**src/rtl/branch_hazard_ctrl_if.sv**
```systemverilog
// Decode-side bundle of the branch hazard controller: the decode
// instruction fields and freeze going in, the stall/bubble/forward
// controls and the stall counter coming out.

`ifndef OPCODE_SIZE
`define OPCODE_SIZE 7
`endif
`ifndef REGFILE_LOGSIZE
`define REGFILE_LOGSIZE 5
`endif
`ifndef LOAD_OP
`define LOAD_OP 7'b0000011
`endif
`ifndef BTYPE_OP
`define BTYPE_OP 7'b1100011
`endif
`ifndef JALR_OP
`define JALR_OP 7'b1100111
`endif

interface branch_hazard_ctrl_if #(
  parameter int CNT_W = 32
);
  logic                          id_valid;
  logic [`OPCODE_SIZE-1:0]       id_opcode;
  logic [`REGFILE_LOGSIZE-1:0]   id_rs1;
  logic [`REGFILE_LOGSIZE-1:0]   id_rs2;
  logic [`REGFILE_LOGSIZE-1:0]   id_rd;
  logic                          id_wr_en;
  logic                          id_flush;
  logic                          ext_stall;
  logic                          stall_fd;
  logic                          bubble_e;
  logic [1:0]                    br_fwsel1;
  logic [1:0]                    br_fwsel2;
  logic [CNT_W-1:0]              stall_cnt;

  // Pipeline/decode side: drives the instruction, observes the controls
  modport master (
    output id_valid, id_opcode, id_rs1, id_rs2, id_rd, id_wr_en,
           id_flush, ext_stall,
    input  stall_fd, bubble_e, br_fwsel1, br_fwsel2, stall_cnt
  );

  // Hazard controller side
  modport slave (
    input  id_valid, id_opcode, id_rs1, id_rs2, id_rd, id_wr_en,
           id_flush, ext_stall,
    output stall_fd, bubble_e, br_fwsel1, br_fwsel2, stall_cnt
  );
endinterface

```
**src/rtl/branch_hazard_ctrl.sv**
```systemverilog
// Decode-stage hazard controller for branches and jalr. Shadows the
// destination registers of the EX, MEM and WB instructions and decides
// whether the branch operands come from the register file, a forward
// path, or require a stall. Also counts branch-hazard stall cycles.

`ifndef OPCODE_SIZE
`define OPCODE_SIZE 7
`endif
`ifndef REGFILE_LOGSIZE
`define REGFILE_LOGSIZE 5
`endif
`ifndef LOAD_OP
`define LOAD_OP 7'b0000011
`endif
`ifndef BTYPE_OP
`define BTYPE_OP 7'b1100011
`endif
`ifndef JALR_OP
`define JALR_OP 7'b1100111
`endif

module branch_hazard_ctrl #(
  parameter int CNT_W = 32
) (
  input logic                  clk,
  input logic                  rst,
  branch_hazard_ctrl_if.slave  bus
);

  localparam logic [1:0] SEL_RF  = 2'b00;
  localparam logic [1:0] SEL_MEM = 2'b01;
  localparam logic [1:0] SEL_WB  = 2'b10;

  typedef struct packed {
    logic                        wr_en;
    logic [`REGFILE_LOGSIZE-1:0] rd;
    logic                        is_load;
  } slot_t;

  slot_t            slot_e, slot_m, slot_w;
  logic [CNT_W-1:0] cnt;

  logic       is_branch;
  logic       stall1, stall2;
  logic [1:0] sel1, sel2;
  logic       hz;

  // A slot supplies rs when it writes that register; x0 is never a producer
  function automatic logic slot_match(slot_t s, logic [`REGFILE_LOGSIZE-1:0] rs);
    return s.wr_en && (s.rd == rs) && (rs != '0);
  endfunction

  // Per-operand resolution: youngest producer wins, EX always stalls,
  // a load in MEM stalls, an ALU result in MEM or anything in WB forwards
  function automatic logic [2:0] resolve(logic [`REGFILE_LOGSIZE-1:0] rs,
                                         slot_t e, slot_t m, slot_t w);
    logic [2:0] r;
    r = {1'b0, SEL_RF};
    if (slot_match(e, rs))
      r = {1'b1, SEL_RF};
    else if (slot_match(m, rs))
      r = m.is_load ? {1'b1, SEL_RF} : {1'b0, SEL_MEM};
    else if (slot_match(w, rs))
      r = {1'b0, SEL_WB};
    return r;
  endfunction

  // Zero-latency hazard decision from decode inputs and tracker state
  always_comb begin
    is_branch = bus.id_valid && !bus.id_flush &&
                ((bus.id_opcode == `BTYPE_OP) || (bus.id_opcode == `JALR_OP));
    {stall1, sel1} = resolve(bus.id_rs1, slot_e, slot_m, slot_w);
    {stall2, sel2} = resolve(bus.id_rs2, slot_e, slot_m, slot_w);
    hz = is_branch && (stall1 || stall2);
    bus.stall_fd  = hz;
    bus.bubble_e  = hz || bus.id_flush;
    bus.br_fwsel1 = (is_branch && !hz) ? sel1 : SEL_RF;
    bus.br_fwsel2 = (is_branch && !hz) ? sel2 : SEL_RF;
    bus.stall_cnt = cnt;
  end

  // Tracker shift: frozen by ext_stall, EX takes a bubble when decode does not issue
  always_ff @(posedge clk or posedge rst) begin
    if (rst) begin
      slot_e <= '0;
      slot_m <= '0;
      slot_w <= '0;
    end else if (!bus.ext_stall) begin
      slot_w <= slot_m;
      slot_m <= slot_e;
      if (bus.bubble_e || !bus.id_valid)
        slot_e <= '0;
      else
        slot_e <= '{wr_en:   bus.id_wr_en,
                    rd:      bus.id_rd,
                    is_load: (bus.id_opcode == `LOAD_OP)};
    end
  end

  // Saturating count of cycles this block actually held the front end
  always_ff @(posedge clk or posedge rst) begin
    if (rst)
      cnt <= '0;
    else if (hz && !bus.ext_stall && (cnt != '1))
      cnt <= cnt + 1'b1;
  end

endmodule

```
**src/flat_wrapper.sv**
```systemverilog
// flat-port wrapper written by rule: the top's interface ports become plain ports
module branch_hazard_ctrl_flat 
#(
  parameter int CNT_W = 32
)
  (clk, rst, bus_id_valid, bus_id_opcode, bus_id_rs1, bus_id_rs2, bus_id_rd, bus_id_wr_en, bus_id_flush, bus_ext_stall, bus_stall_fd, bus_bubble_e, bus_br_fwsel1, bus_br_fwsel2, bus_stall_cnt);
  branch_hazard_ctrl_if #(.CNT_W(CNT_W)) bus_i ();
  input logic clk;
  input logic rst;
  input wire logic [$bits(bus_i.id_valid)-1:0] bus_id_valid;
  input wire logic [$bits(bus_i.id_opcode)-1:0] bus_id_opcode;
  input wire logic [$bits(bus_i.id_rs1)-1:0] bus_id_rs1;
  input wire logic [$bits(bus_i.id_rs2)-1:0] bus_id_rs2;
  input wire logic [$bits(bus_i.id_rd)-1:0] bus_id_rd;
  input wire logic [$bits(bus_i.id_wr_en)-1:0] bus_id_wr_en;
  input wire logic [$bits(bus_i.id_flush)-1:0] bus_id_flush;
  input wire logic [$bits(bus_i.ext_stall)-1:0] bus_ext_stall;
  output wire logic [$bits(bus_i.stall_fd)-1:0] bus_stall_fd;
  output wire logic [$bits(bus_i.bubble_e)-1:0] bus_bubble_e;
  output wire logic [$bits(bus_i.br_fwsel1)-1:0] bus_br_fwsel1;
  output wire logic [$bits(bus_i.br_fwsel2)-1:0] bus_br_fwsel2;
  output wire logic [$bits(bus_i.stall_cnt)-1:0] bus_stall_cnt;
  assign bus_i.id_valid = bus_id_valid;
  assign bus_i.id_opcode = bus_id_opcode;
  assign bus_i.id_rs1 = bus_id_rs1;
  assign bus_i.id_rs2 = bus_id_rs2;
  assign bus_i.id_rd = bus_id_rd;
  assign bus_i.id_wr_en = bus_id_wr_en;
  assign bus_i.id_flush = bus_id_flush;
  assign bus_i.ext_stall = bus_ext_stall;
  assign bus_stall_fd = bus_i.stall_fd;
  assign bus_bubble_e = bus_i.bubble_e;
  assign bus_br_fwsel1 = bus_i.br_fwsel1;
  assign bus_br_fwsel2 = bus_i.br_fwsel2;
  assign bus_stall_cnt = bus_i.stall_cnt;
  branch_hazard_ctrl #(.CNT_W(CNT_W)) u_core (.clk(clk), .rst(rst), .bus(bus_i));
endmodule
```
**config.mk**
```make
export PLATFORM = sky130hd
export DESIGN_NAME = branch_hazard_ctrl_flat
export DESIGN_NICKNAME = d
export VERILOG_FILES = /design/src/rtl/branch_hazard_ctrl_if.sv /design/src/rtl/branch_hazard_ctrl.sv /design/src/flat_wrapper.sv
export SDC_FILE = /design/constraint.sdc
export NUM_CORES = 1
export LEC_CHECK = 0
export ABC_AREA = 0
export CORE_UTILIZATION = 55
export DETAILED_ROUTE_END_ITERATION = 8
export GPL_TIMING_DRIVEN = 0
export PLACE_DENSITY_LB_ADDON = 0.1
export SYNTH_ARGS = -nofsm -noshare
export SYNTH_HDL_FRONTEND = slang
export SYNTH_SLANG_ARGS = --single-unit
```
**constraint.sdc**
```tcl
create_clock -name clk -period 4.63 [get_ports clk]
set_clock_uncertainty 0.1 [all_clocks]
set_input_delay 0.463 -clock clk [delete_from_list [all_inputs] [get_ports clk]]
set_output_delay 0.463 -clock clk [all_outputs]
set_load 0.01 [all_outputs]
```
==> impl_metrics.toml, run 1 <==
[global_route]
grt_first_pass_wirelength_um = 11000
grt_overflow = 0
grt_pass1_vias = 2206
grt_max_degree = 44
antenna_found_initial = 0
grt_usage = 0.260

[sta]
whs_ps = 294
fin_crit_ps = 3950
worst_pin_slew_ps = 691
setup-violations-final = 0
maxSlewViolCount = 0
setup_tns_ps = 0
max_freq_mhz = 253
relSlewSlack = 0.536
timing.final.ws_setup_ps = 681
hold_violations = 0
timing.final.crit_share = 0.853
rsz0062_at_grt = "no"

[synth]
synth_top_family_by_area = "XOR/XNOR gates"
synthSimpleGateAreaFrac = 0.178
synth_cells = 270
ys_warn_count = 0
synth_area_leaders = "dfrtp_1, xor2_1, xnor2_1, mux2_2, nand4_1"
synth-async-reset-ratio = 1.00
synth_area_um2 = 2990
syn_area_per_cell_um2 = 11.1
synth-edff-count = 0
synthTopCellsByCount = "dfrtp_1, xor2_1, xnor2_1, nand3_1, nand4_1"
synth_cell_types = 46
synth_most_common_cell = "dfrtp_1"
synth_nets = 299
synth_flop_cell = "dfrtp_1"
synth_top_area_cell = "dfrtp_1"
synth_mux_area_frac = 0.0528
synth.top_cell.area_share = 0.436
synth_compound_area_frac = 0.127
synth-seq-cells = 52
synth-xor-area-share = 0.179
ys_seq_area_frac = 0.436
synth_fa_ha_area_frac = 0.00419

[critical_path]
cp.arrival_ps = 3390
endpoint_kind = "output port"
cp-start-kind = "input port"
reg2reg_to = "u_core.bus.stall_cnt[5]"
r2r_cells = 8
path_class = "input port to output port"
regToRegSetupSlack_ps = 1930
reg2reg_from = "u_core.bus.stall_cnt[0]"
crit_fanout = 6
cp-startpoint = "bus_id_rs2[1]"
required_ps = 4070

[cells_and_area]
final_core_util = 0.741
area_growth_pct = 28.2
fin_area_um2 = 3830
final_nets = 372
drive_gt1_frac = 0.128
finalNonFillerCells = 414
n_antenna_cell = 0

[clock_network]
cts_hold_buf = 0
htree_levels = 2
worstSkewPairLatency_ps = 310
clk_pin_slew_ps = 90
cts_setup_buffers = 0
cts_tree = "yes"
cts_max_path_buffers = 2
cts_root_buf = "clkbuf_8"
clkSinkCount = 52
cts_buffers = 5
cts.repair.resized = 0

[floorplan]
row_count = 26
die_area_um2 = 5730
start_util = 0.578
die_w_um = 75.7
die_height_um = 75.7
coreArea_um2 = 5170
ios = 66

[routing]
dr.pass1.iters = 4
routed_wl_um = 6970
vias = 2416
routedWlPerCell_um = 16.8
drcViolationCount = 0
vias_per_cell = 5.84
ant_nets = 0
first_iter_violations = 199

[power]
p_leak_nw = 1.62
powerDensity_nw_per_um2 = 218
ir_drop_mv = 0.156
p_sw_mw = 0.208
swShare = 0.250
p_seq_frac = 0.576
power_mw = 0.835
intPower_mw = 0.627
pwr-share-clk = 0.309
combPwrFrac = 0.114

[status]
status = "finished, final reports clean"

[place]
dp.cells = 406
dp_slack_ps = 676
io_buffers = 65
dp_hpwl_um = 5250
placed_area_um2 = 3750
gp_congestion = 0.845

[min_path]
min_path_type = "input port to asynchronous set/reset pin"

[job]
cap_violations = 0
critical path: stages:
cell	delay, ps
clkdlybuf4s50_1	530
or4_1	550
nor2_1	310
nor4_4	130
o21ai_0	280
nand4_1	190
nor4_1	320
clkdlybuf4s50_1	600
routing by layer:
metal	wire length [µm]	up-vias	GRT usage	part of all wire
met2	3140	83	0.388	0.45
li1	-	1153	-	-
met4	65	0	0.0638	0.0093
met1	3360	1174	0.387	0.48
met5	0	-	0	0
met3	412	6	0.0529	0.059
power groups by stage:
stage                     combinational, mW  clock [mW]  sequential (mW)
after floorplan                      0.0541           0            0.485
after global placement               0.0919           0            0.490
after detailed placement             0.0955           0            0.491
after CTS                            0.0963       0.262            0.481
after global routing                  0.104       0.277            0.484
final                                0.0954       0.259            0.482
area by class of cell:
type,instances,area [µm²]
tap,70,87.6
buffer,8,42.5
timing repair buffer,66,671
fill,367,1340
sequential,52,1300
clock buffer,7,76.3
inverter,7,26.3
clock inverter,1,8.76
multi-input combinational,203,1620
how the worst max path moves through the flow:
stage / to / slack (ps) / cells past startpoint
after global routing: bus_br_fwsel1[1] / 530 / 8
final: bus_br_fwsel1[1] / 680 / 8
after global placement: bus_br_fwsel1[1] / 720 / 8
after floorplan: bus_br_fwsel1[1] / 1980 / 6
after detailed placement: bus_br_fwsel1[1] / 680 / 8
after CTS: bus_br_fwsel1[1] / 680 / 8
state kept, by name, indices dropped and copies added, names as in the netlist:
signal	cells
u_core.slot_m	7
u_core.bus.stall_cnt	32
u_core.slot_w	6
u_core.slot_e	7
kinds of logic (layout without fill, tap and decap cells):
kind of cell / after synthesis / in the layout
xor+xnor: 61 / 61
simple gates: 81 / 81
fa+ha+maj: 1 / 1
mux: 14 / 14
compound gates: 46 / 46
buf+inv: 15 / 89
flops: 52 / 52
placed cells by master (no fill, tap or decap), drive strengths merged, types with 9 or more instances in the layout:
master,netlist,routed
dfrtp,52,52
a211oi,10,10
clkdlybuf4s50,0,65
nor4,10,10
a21oi,14,14
mux2,14,14
xnor2,19,19
nand4,16,16
nand2,12,12
nand3,17,17
xor2,42,42
clkbuf,2,9
Note: power is estimated with default switching activity, not from simulation.
==> run 2, diff against run 1 <==
- CTS_CLUSTER_SIZE: not set -> 16
==> results of run 2 <==
The final DEF is identical to that of run 1; final timing and power are the same.
==> run 3, diff against run 2 <==
- TNS_END_PERCENT: not set -> 100
==> results of run 3 <==
The final DEF is identical to that of run 1; final timing and power are the same.
==> patch, RTL diff (settings of run 1) <==
Set the macro `REGFILE_LOGSIZE` to 6 (it was 5).
--- a/src/rtl/branch_hazard_ctrl_if.sv
+++ b/src/rtl/branch_hazard_ctrl_if.sv
@@ -6,7 +6,7 @@
 `define OPCODE_SIZE 7
 `endif
 `ifndef REGFILE_LOGSIZE
-`define REGFILE_LOGSIZE 5
+`define REGFILE_LOGSIZE 6
 `endif
 `ifndef LOAD_OP
 `define LOAD_OP 7'b0000011
Ports: changed (resized bus_id_rd, bus_id_rs1 and bus_id_rs2); port bits go from 66 to 69. The function was not compared with the original's and may differ.
==> patch against run 1 <==
  * Wire length is the same
  * Final area grew 1.8%
  * Setup slack gained 42 ps
  * Die area grew 1.6%
  * Total power grew 5.9%
  * Synthesized area grew 1.7%
  * Sequential share of layout area grew 1.3 points
  * Non-clock buffer count grew 5
  * Sequential cell count grew 3
  * Synthesized cell count grew 3.7%
  * Critical path type unchanged
  * Largest cell class unchanged
  * Largest power group unchanged
==> patch: results (changes against run 1) <==
* Combinational share of power at 0.124 (was 0.114)
* Fillcell total at 399 (was 367)
* Largest net degree at the start of global routing at 45 (was 44)
* Routing usage on met2 at 0.403 (was 0.388)
* Seq pwr share at 0.580 (was 0.576)
* Critical path data arrival time at 3340 ps (was 3390 ps)
* Post-synthesis cell type count at 36 (was 46)
* P_seq at 0.513 mW (was 0.482 mW)
* Top cells by count, synth: xnor2_1 (59), dfrtp_1 (55), nand3_1 (27) (was dfrtp_1 (52), xor2_1 (42), xnor2_1 (19))
* Dominant cells by area after synthesis: dfrtp_1 (45%), xnor2_1 (17%), mux2_2 (5.9%) (was dfrtp_1 (44%), xor2_1 (12%), xnor2_1 (5.6%))
* I/O Buffers at 67 (was 65)
* Register area share after synthesis at 0.453 (was 0.436)
* Post-synthesis mux area share at 0.0593 (was 0.0528)
* Number of global-route vias before repair at 2453 (was 2206)
* Post-synthesis compound-gate area fraction at 0.0280 (was 0.127)
* Relative slew margins at 0.478 (was 0.536)
* Worst r2r src: u_core.slot_m[3]$_DFFE_PP0N_ (was u_core.bus.stall_cnt[0]$_DFFE_PP0P_)
* Area after DPL at 3820 um^2 (was 3750 um^2)
* Cell-internal power at 0.663 mW (was 0.627 mW)
* Synth Area in Adders at 0.00412 (was 0.00419)
* NumNets Final at 387 (was 372)
* Initial DRC Count at 163 (was 199)
* First-pass GRT wire length at 12000 um (was 11000 um)
* Via-to-Cell Ratio at 5.74 (was 5.84)
* Status: completed (unchanged)
* WL met1 at 3410 um (was 3360 um)
* Syn Nets at 312 (was 299)
* Pleak at 1.58 nW (was 1.62 nW)
[patch: changes by cell type in the layout (fill, tap and decap cells not counted), sizes merged, moves of 5 or more]
cell     delta
xnor2      +40
nand3      +10
a211oi     -10
nor4        -5
and3        +9
nor3        +8
or3         +5
a21oi      -14
xor2       -34
a2111oi     -6
[patch: metrics by stage]
step	std cells	hold slack [ps]	setup slack, ps
6_report	426	305	723
5_1_grt	426	326	594
4_1_cts	426	308	729
3_5_place_dp	418	374	729
3_3_place_gp	417	370	745
2_1_floorplan	280	349	1950
[patch: area by class of cell]
cell class / count / area [um^2] / area share
Inverter: 4 / 15.0 / 0.00385
Clock inverter: 2 / 12.5 / 0.00321
Sequential cell: 55 / 1380 / 0.353
Timing Repair Buffer: 68 / 691 / 0.177
Tap cell: 70 / 87.6 / 0.0225
Buffer: 11 / 61.3 / 0.0157
Multi-Input combinational cell: 210 / 1590 / 0.406
Clock buffer: 6 / 72.6 / 0.0186
[patch: worst max-delay path by stage]
stage | from | end | slack [ps] | cells past startpoint
final | bus_id_rs1[2] | bus_br_fwsel1[1] | 720 | 8
after global routing | bus_id_rs1[2] | bus_br_fwsel1[1] | 590 | 8
after CTS | bus_id_rs1[2] | bus_br_fwsel1[1] | 730 | 8
after detailed placement | bus_id_rs1[2] | bus_br_fwsel1[1] | 730 | 8
after global placement | bus_id_rs1[3] | bus_br_fwsel1[1] | 740 | 8
after floorplan | bus_id_rs1[2] | bus_br_fwsel1[1] | 1950 | 6
[patch: cell families after synthesis]
kind of cell,after synthesis
multiplexers,16
flip-flops,55
adder cells (fa/ha/maj),1
XOR/XNOR,67
buffers and inverters,15
AND/OR/NAND/NOR,117
AO/OA/AOI/OAI,9
